<file path="src/rtl/dbus_pkg.sv">
// Shared types and default address map for the data-bus arbiter.
package dbus_pkg;

  typedef enum logic [1:0] {
    IDLE,
    ACC,
    RESP
  } state_e;

  typedef enum logic [1:0] {
    R_RAM,
    R_IO,
    R_DBG,
    R_NONE
  } region_e;

  localparam logic [15:0] RAM_HI   = 16'h0000;
  localparam logic [15:0] IO_HI    = 16'hE000;
  localparam logic [31:0] DBG_ADDR = 32'hF000_0000;

  // Map a byte address onto a bus region; anything outside the map is R_NONE.
  function automatic region_e decode_region(input logic [31:0] addr,
                                            input logic [15:0] ram_hi,
                                            input logic [15:0] io_hi,
                                            input logic [31:0] dbg_addr);
    region_e r;
    if (addr[31:16] == ram_hi) begin
      r = R_RAM;
    end else if (addr[31:16] == io_hi) begin
      r = R_IO;
    end else if (addr == dbg_addr) begin
      r = R_DBG;
    end else begin
      r = R_NONE;
    end
    return r;
  endfunction

endpackage

</file>
<file path="src/rtl/rr_arb2.sv">
// Two-input round-robin arbiter. lp holds the last granted index; on a tie the
// other master wins, so continuous requests from both alternate.
module rr_arb2 (
  input  logic       clk,
  input  logic       reset_n,
  input  logic [1:0] req,
  input  logic       advance,
  output logic [1:0] gnt_onehot
);

  logic lp_q, lp_d;

  // Grant selection: single requester wins outright, a tie goes to !lp.
  always_comb begin
    gnt_onehot = 2'b00;
    if (req == 2'b11) begin
      gnt_onehot = lp_q ? 2'b01 : 2'b10;
    end else begin
      gnt_onehot = req;
    end
  end

  // Last-grant pointer moves only when a grant is actually taken.
  always_comb begin
    lp_d = lp_q;
    if (advance && (req != 2'b00)) begin
      lp_d = gnt_onehot[1];
    end
  end

  // Reset to 1 so master 0 wins the first tie.
  always_ff @(posedge clk or negedge reset_n) begin
    if (!reset_n) begin
      lp_q <= 1'b1;
    end else begin
      lp_q <= lp_d;
    end
  end

endmodule

</file>
<file path="src/rtl/dbus_arbiter.sv">
// Data-side bus arbiter: round-robin between two masters, region decode,
// three-cycle access sequencing (grant, access, response) and debug LED register.
module dbus_arbiter #(
  parameter int unsigned  RAM_AW   = 8,
  parameter logic [15:0]  RAM_HI   = dbus_pkg::RAM_HI,
  parameter logic [15:0]  IO_HI    = dbus_pkg::IO_HI,
  parameter logic [31:0]  DBG_ADDR = dbus_pkg::DBG_ADDR
) (
  input  logic              clk,
  input  logic              reset_n,
  input  logic              m0_req,
  input  logic              m0_we,
  input  logic [31:0]       m0_addr,
  input  logic [31:0]       m0_wdata,
  output logic              m0_gnt,
  output logic              m0_done,
  output logic [31:0]       m0_rdata,
  output logic              m0_err,
  input  logic              m1_req,
  input  logic              m1_we,
  input  logic [31:0]       m1_addr,
  input  logic [31:0]       m1_wdata,
  output logic              m1_gnt,
  output logic              m1_done,
  output logic [31:0]       m1_rdata,
  output logic              m1_err,
  output logic [RAM_AW-1:0] ram_addr,
  output logic [31:0]       ram_wdata,
  output logic              ram_we,
  input  logic [31:0]       ram_rdata,
  output logic              io_we,
  output logic [31:0]       io_wdata,
  input  logic [7:0]        io_rdata,
  output logic [7:0]        dbg_led
);

  import dbus_pkg::*;

  state_e            state_q, state_d;
  region_e           region_q, region_d;
  logic              id_q, id_d;
  logic              we_q, we_d;
  logic [RAM_AW-1:0] ram_addr_q, ram_addr_d;
  logic [31:0]       wdata_q, wdata_d;
  logic [7:0]        led_q, led_d;

  logic [1:0]        arb_gnt;
  logic              arb_advance;
  logic [31:0]       sel_addr;
  logic [31:0]       resp_data;
  logic              resp_err;
  logic              in_acc;
  logic              in_resp;

  assign arb_advance = (state_q == IDLE);
  assign sel_addr    = arb_gnt[1] ? m1_addr : m0_addr;
  assign in_acc      = (state_q == ACC);
  assign in_resp     = (state_q == RESP);

  rr_arb2 u_rr_arb2 (
    .clk        (clk),
    .reset_n    (reset_n),
    .req        ({m1_req, m0_req}),
    .advance    (arb_advance),
    .gnt_onehot (arb_gnt)
  );

  // Next-state: latch the winning request in IDLE, perform DBG writes in ACC.
  always_comb begin
    state_d    = state_q;
    region_d   = region_q;
    id_d       = id_q;
    we_d       = we_q;
    ram_addr_d = ram_addr_q;
    wdata_d    = wdata_q;
    led_d      = led_q;
    unique case (state_q)
      IDLE: begin
        if (arb_gnt != 2'b00) begin
          state_d    = ACC;
          id_d       = arb_gnt[1];
          we_d       = arb_gnt[1] ? m1_we : m0_we;
          wdata_d    = arb_gnt[1] ? m1_wdata : m0_wdata;
          ram_addr_d = sel_addr[RAM_AW+1:2];
          region_d   = decode_region(sel_addr, RAM_HI, IO_HI, DBG_ADDR);
        end
      end
      ACC: begin
        state_d = RESP;
        if (we_q && (region_q == R_DBG)) begin
          led_d = wdata_q[7:0];
        end
      end
      RESP: begin
        state_d = IDLE;
      end
      default: begin
        state_d = IDLE;
      end
    endcase
  end

  // State and latched-request registers.
  always_ff @(posedge clk or negedge reset_n) begin
    if (!reset_n) begin
      state_q    <= IDLE;
      region_q   <= R_NONE;
      id_q       <= 1'b0;
      we_q       <= 1'b0;
      ram_addr_q <= '0;
      wdata_q    <= '0;
      led_q      <= '0;
    end else begin
      state_q    <= state_d;
      region_q   <= region_d;
      id_q       <= id_d;
      we_q       <= we_d;
      ram_addr_q <= ram_addr_d;
      wdata_q    <= wdata_d;
      led_q      <= led_d;
    end
  end

  // Response mux: read data by region, zero for writes; unmapped flags err.
  always_comb begin
    resp_data = 32'h0;
    resp_err  = (region_q == R_NONE);
    if (!we_q) begin
      unique case (region_q)
        R_RAM:   resp_data = ram_rdata;
        R_IO:    resp_data = {24'b0, io_rdata};
        R_DBG:   resp_data = {24'b0, led_q};
        R_NONE:  resp_data = 32'h0;
        default: resp_data = 32'h0;
      endcase
    end
  end

  // Bus-side outputs; strobes only during ACC.
  always_comb begin
    ram_addr  = ram_addr_q;
    ram_wdata = wdata_q;
    io_wdata  = wdata_q;
    ram_we    = in_acc && we_q && (region_q == R_RAM);
    io_we     = in_acc && we_q && (region_q == R_IO);
    dbg_led   = led_q;
  end

  // Master-side outputs; only the latched master sees done/rdata/err.
  always_comb begin
    m0_gnt   = arb_advance && arb_gnt[0];
    m1_gnt   = arb_advance && arb_gnt[1];
    m0_done  = in_resp && !id_q;
    m1_done  = in_resp && id_q;
    m0_rdata = m0_done ? resp_data : 32'h0;
    m1_rdata = m1_done ? resp_data : 32'h0;
    m0_err   = m0_done && resp_err;
    m1_err   = m1_done && resp_err;
  end

endmodule
</file>
<file path="config.mk">
export PLATFORM = sky130hd
export DESIGN_NAME = dbus_arbiter
export DESIGN_NICKNAME = d
export VERILOG_FILES = /design/src/rtl/dbus_pkg.sv /design/src/rtl/rr_arb2.sv /design/src/rtl/dbus_arbiter.sv
export SDC_FILE = /design/constraint.sdc
export NUM_CORES = 1
export LEC_CHECK = 0
export CORE_AREA = 2 2 126 128
export DETAILED_ROUTE_END_ITERATION = 10
export DIE_AREA = 0 0 128 130
export PLACE_DENSITY = 0.69
export REMOVE_ABC_BUFFERS = 1
export SYNTH_ARGS = -nofsm -noshare
export SYNTH_HDL_FRONTEND = slang
export SYNTH_SLANG_ARGS = --single-unit
</file>
<file path="constraint.sdc">
create_clock -name clk -period 1.95 [get_ports clk]
set_input_delay 0.585 -clock clk [delete_from_list [all_inputs] [get_ports clk]]
set_output_delay 0.585 -clock clk [all_outputs]
set_load 0.01 [all_outputs]
</file>
Word-level counts from Yosys, hierarchy flattened. Cells that the tools add are included.

Register bits after elaboration: 55. Output and inout port bits: 152.

Equal/unequal tests: 9. Muxes and demuxes: 14. Reduce and logical (&&, ||, !) cells: 19.

Operators with widths (number): 2-to-1 mux 32 bit (5); case mux 32 bit (4 select lines) (1); equality test 32 bit (second input constant) (1); equality test 16 bit (second input constant) (1); zero test 16 bit (1); logical AND 1 bit (11); 2-to-1 mux 2 bit (5); equality test 2 bit (second input constant) (4); equality test 2 x 1 -> 1 bit (second input constant) (2); zero test 2 bit (2); case mux 2 bit (2 select lines) (1); AND reduction 2 bit (2); nonzero test 2 bit (2); 2-to-1 mux 1 bit (2); != test 2 x 1 -> 1 bit (second input constant) (1); zero test 1 bit (1).

Depth between registers and ports, before layout.
Depth in word-level cells: 7. Gate-level depth with buffers: 6. Mapped depth without buffers: 5.

Cells and area by module. A second synthesis with hierarchy kept.

Cells, all modules: 408. Area total of the unflattened synthesis: 3604.7 µm².

By module, submodules not included: dbus_arbiter (times used 1, cells an instance 402, area an instance 3548.4 µm²); rr_arb2 (times used 1, cells an instance 6, area an instance 56.3 µm²).

Least setup slack after synthesis. OpenSTA, ideal clock, no wires.

Path type: register to output. From: register id_q. To: output port m0_rdata[11]. Data arrival time: 1.368 ns. Path slack: -0.003 ns. Stages on the path, launching flop included: 5. Buffers on the path: 1. Path through: dfrtp_1 or3b_1 nor4_4 clkbuf_2 and2_1.

Longest elaborated chain between the ends: 3.

Ends and longest elaborated chain: start, declared (RTL line dbus_arbiter.sv:41) `logic id_q, id_d;`; start signal, assigned (RTL line dbus_arbiter.sv:116) `id_q <= id_d;`; zero test 1 bit (RTL line dbus_arbiter.sv:153) `m0_done = in_resp && !id_q;`; logical AND 1 bit (RTL line dbus_arbiter.sv:153); 2-to-1 mux 32 bit (RTL line dbus_arbiter.sv:155) `m0_rdata = m0_done ? resp_data : 32'h0;`; end, declared (RTL line dbus_arbiter.sv:17) `output logic [31:0] m0_rdata,`.

Every way passes these cells.

Worst setup path after layout.
From: register state_q[0]. To: output port m1_rdata[16].

Longest elaborated chain between the ends: 3.

Ends and longest elaborated chain: start, declared (RTL line dbus_arbiter.sv:39) `state_e state_q, state_d;`; start signal, assigned (RTL line dbus_arbiter.sv:114) `state_q <= state_d;`; equality test 2 bit (RTL line dbus_arbiter.sv:58) `assign in_resp = (state_q == RESP);`; logical AND 1 bit (RTL line dbus_arbiter.sv:154) `m1_done = in_resp && id_q;`; 2-to-1 mux 32 bit (RTL line dbus_arbiter.sv:156) `m1_rdata = m1_done ? resp_data : 32'h0;`; end, declared (RTL line dbus_arbiter.sv:25) `output logic [31:0] m1_rdata,`.

Every way passes these cells.

==> impl_metrics.toml <==
[outcome]
status = "complete, but fails checks"
violations = "negative setup slack"

[critical_path]
required_ps = 1360
cp-start-kind = "flip-flop"
endpoint_kind = "output pin"
critPathMaxFanout = 5
cp_slowest_stage_delay_ps = 390
crit_chain = "buf_6 > nand3b_1 > nor4_4 > buf_4 > buf_6 > buf_6 > buf_6 > and2_4 > buf_6"
crit_type = "reg -> out"
cp_slowest_cell = "dfrtp_1"
worst-path-buf-inv = 6
cp.arrival_ps = 1980
critPathTopFamily = "buffers and inverters"
cpMostUsedCell = "buf_6"

[logic_synthesis]
yosysSeqAreaShare_pct = 38.9
ys.flop_type = "dfrtp_1"
synth_common_cells = "dfrtp_1 (52), nand2_1 (52), mux2i_1 (50), o21ai_0 (50), and2_1 (49)"
synth_cells = 398
synth_edf_count = 0
synth_area_mm2 = 0.00355
synth_top_area_share_pct = 36.7
yosysWarnings = 0
yosys.cell_types.count = 37
yosysTopAreaCell = "dfrtp_1"
synth_area_leaders = "dfrtp_1 (37%), mux2i_1 (14%), and2_1 (8.6%)"
ys_ff_latch = 55
async_flop_share_pct = 100
syn_area_per_cell_um2 = 8.91

[cts]
cts_max_level = 2
cts_sinks = 55
root_buffer = "clkbuf_16"
hold_buffers = 0
cts_buffers = 5
insertion_delay_ps = 290
cts_tree = "yes"
clockBufferDepth = 2
path_clk_slew_ps = 70

[place]
dpl.cell_count = 896
io_buffers = 325
place_congestion = 0.864
dp_hpwl_um = 12100
place_worst_setup_slack_ps = -738

[pwr]
cellPowerDensity_mw_per_mm2 = 890
p_leak_uw = 0.00352
vdd_drop_max_mv = 0.615

[layout]
antenna_cells = 0
final_util_pct = 50.3
area_growth_syn_to_layout_pct = 119
drive_gt1_share_pct = 31.5
multi_input_area_mm2 = 0.00207
area.sequential_mm2 = 0.00139
fin_nets = 912
finalNonFillerCells = 931
fill_cells = 1400

[timing]
max_slew_margin_pct = 78.4
final.setup.worst_slack_ps = -617
finalCritPeriodShare_pct = 132
final-hold-violation-count = 0
max_freq_ghz = 0.390
rsz0062_at_grt = "true"
min_period_ps = 2570
max_slew.worst_pin.slew_ps = 321
finalSetupViolCount = 69
drv_slew = 0
skew_ps = 5.12

[routing]
drt-initial-drc-count = 126
wl_per_cell_um = 17.6
drt.antenna.violating_nets = 0
drtPass1Iterations = 4
wl_um = 16400
route.vias.total = 4217
drc = 0
vias_per_cell = 4.53

[run]
cap_violations = 0

[die]
initial_core_util_pct = 23.0
fp.dieH_um = 130
core_area_mm2 = 0.0154
die-area_mm2 = 0.0166
ios = 326
die_x_um = 128
fp-row-count = 46

[global_routing]
grt_start_max_net_pins = 56
antenna_found_initial = 0
grt_pass1_wl_um = 23100
track_usage_pct = 17.9
grt_overflow = 0
grt_pass1_vias = 4391

[hold_path]
hold_path_class = "in -> async"
-- cell type report --
class,instances,share of cell area (%)
repair buffers,389,50.3
multi-input cells,283,26.6
flip-flops and latches,55,17.9
well taps,192,3.10
clock buffers,5,1.61
clock inverters,3,0.306
inverters,4,0.193
-- where the power goes --
group | switching (uW) | total [uW] | internal [uW]
clock | 437 | 921 | 484
sequential | 425 | 2060 | 1630
combinational | 1660 | 3930 | 2270
total | 2520 | 6900 | 4390
-- worst paths after layout --
path	end	slack, ps	from	depth (start not counted)
max	m1_rdata[16]	-620	state_q[0]$_DFFE_PN0P_	9
min	io_wdata[11]$_DFFE_PN0P_	280	reset_n	2
max reg2reg	dbg_led[3]$_DFFE_PN0P_	80	state_q[1]$_DFFE_PN0P_	8
min reg2reg	ram_addr[1]$_DFFE_PN0P_	490	ram_addr[1]$_DFFE_PN0P_	2
max in group asynchronous	u_rr_arb2.lp_q$_DFFE_PN1P_	1370	reset_n	2
min in group clk	ram_addr[1]$_DFFE_PN0P_	490	ram_addr[1]$_DFFE_PN0P_	2
-- cells by family after synthesis --
| kind of cell | Yosys count | synth area share, % |
|---|---|---|
| compound gates | 61 | 9.28 |
| flops | 55 | 38.9 |
| buf+inv | 60 | 10.4 |
| simple gates | 164 | 24.7 |
| mux | 58 | 16.6 |
-- flip-flops by register name, indices dropped and copies added (netlist names) --
signal / cells
ram_addr: 8
dbg_led: 8
io_wdata: 32
u_rr_arb2.lp_q: 1
region_q: 2
state_q: 2
we_q: 1
id_q: 1
-- per-stage QoR --
stage / setup TNS (ps) / cell area [um^2] / hold WS, ps / total power [uW]
3_5_place_dp: -51020 / 7050 / 476 / 5860
4_1_cts: -34850 / 7490 / 288 / 6940
5_1_grt: -36420 / 7760 / 296 / 7360
2_1_floorplan: -100790 / 3190 / 289 / 3280
6_report: -30350 / 7760 / 278 / 6900
3_3_place_gp: -47710 / 7050 / 467 / 5780
-- layout by cell type (no fill, tap or decap), types with 2 or more instances in the layout --
master             n
a21o_1             2
and2_1             4
a31oi_1            2
o21ai_1            6
inv_1              3
dfstp_2            2
nand2_2            2
mux2_4             7
dlygate4sd2_1      2
nor2_2             3
nor4_4             2
mux2i_1           48
o21ai_2            2
nand2_1           48
mux2i_2            2
buf_6             67
buf_4             33
nor4_1            11
nand4_1            4
dfrtp_2            3
clkbuf_16          5
nor2_1            18
dfrtp_1           49
buf_2             25
or3_1              2
clkdlybuf4s50_1  245
dlymetal6s2s_1     5
o21ai_0           42
buf_12            10
nor2_4             3
and2_4            45
nand2_4            2
nand2b_1           8
-- per-layer routing --
metal  up-vias  global-route usage [%]  part of all wire [%]
li1       2003                       -                     -
met1      1969                    17.7                    34
met2       223                    37.2                    56
met3        22                    3.98                   7.5
met4         0                    4.59                   2.1
met5         -                       0                     0
-- timing repair --
action / in CTS / in global routing
gates resized for setup: 392 / 88
gates cloned: 6 / 0
endpoints found under the setup margin: 107 / 87
pin swaps: 33 / 31
buffers inserted: 23 / 4
(Power assumes the default switching activity.)
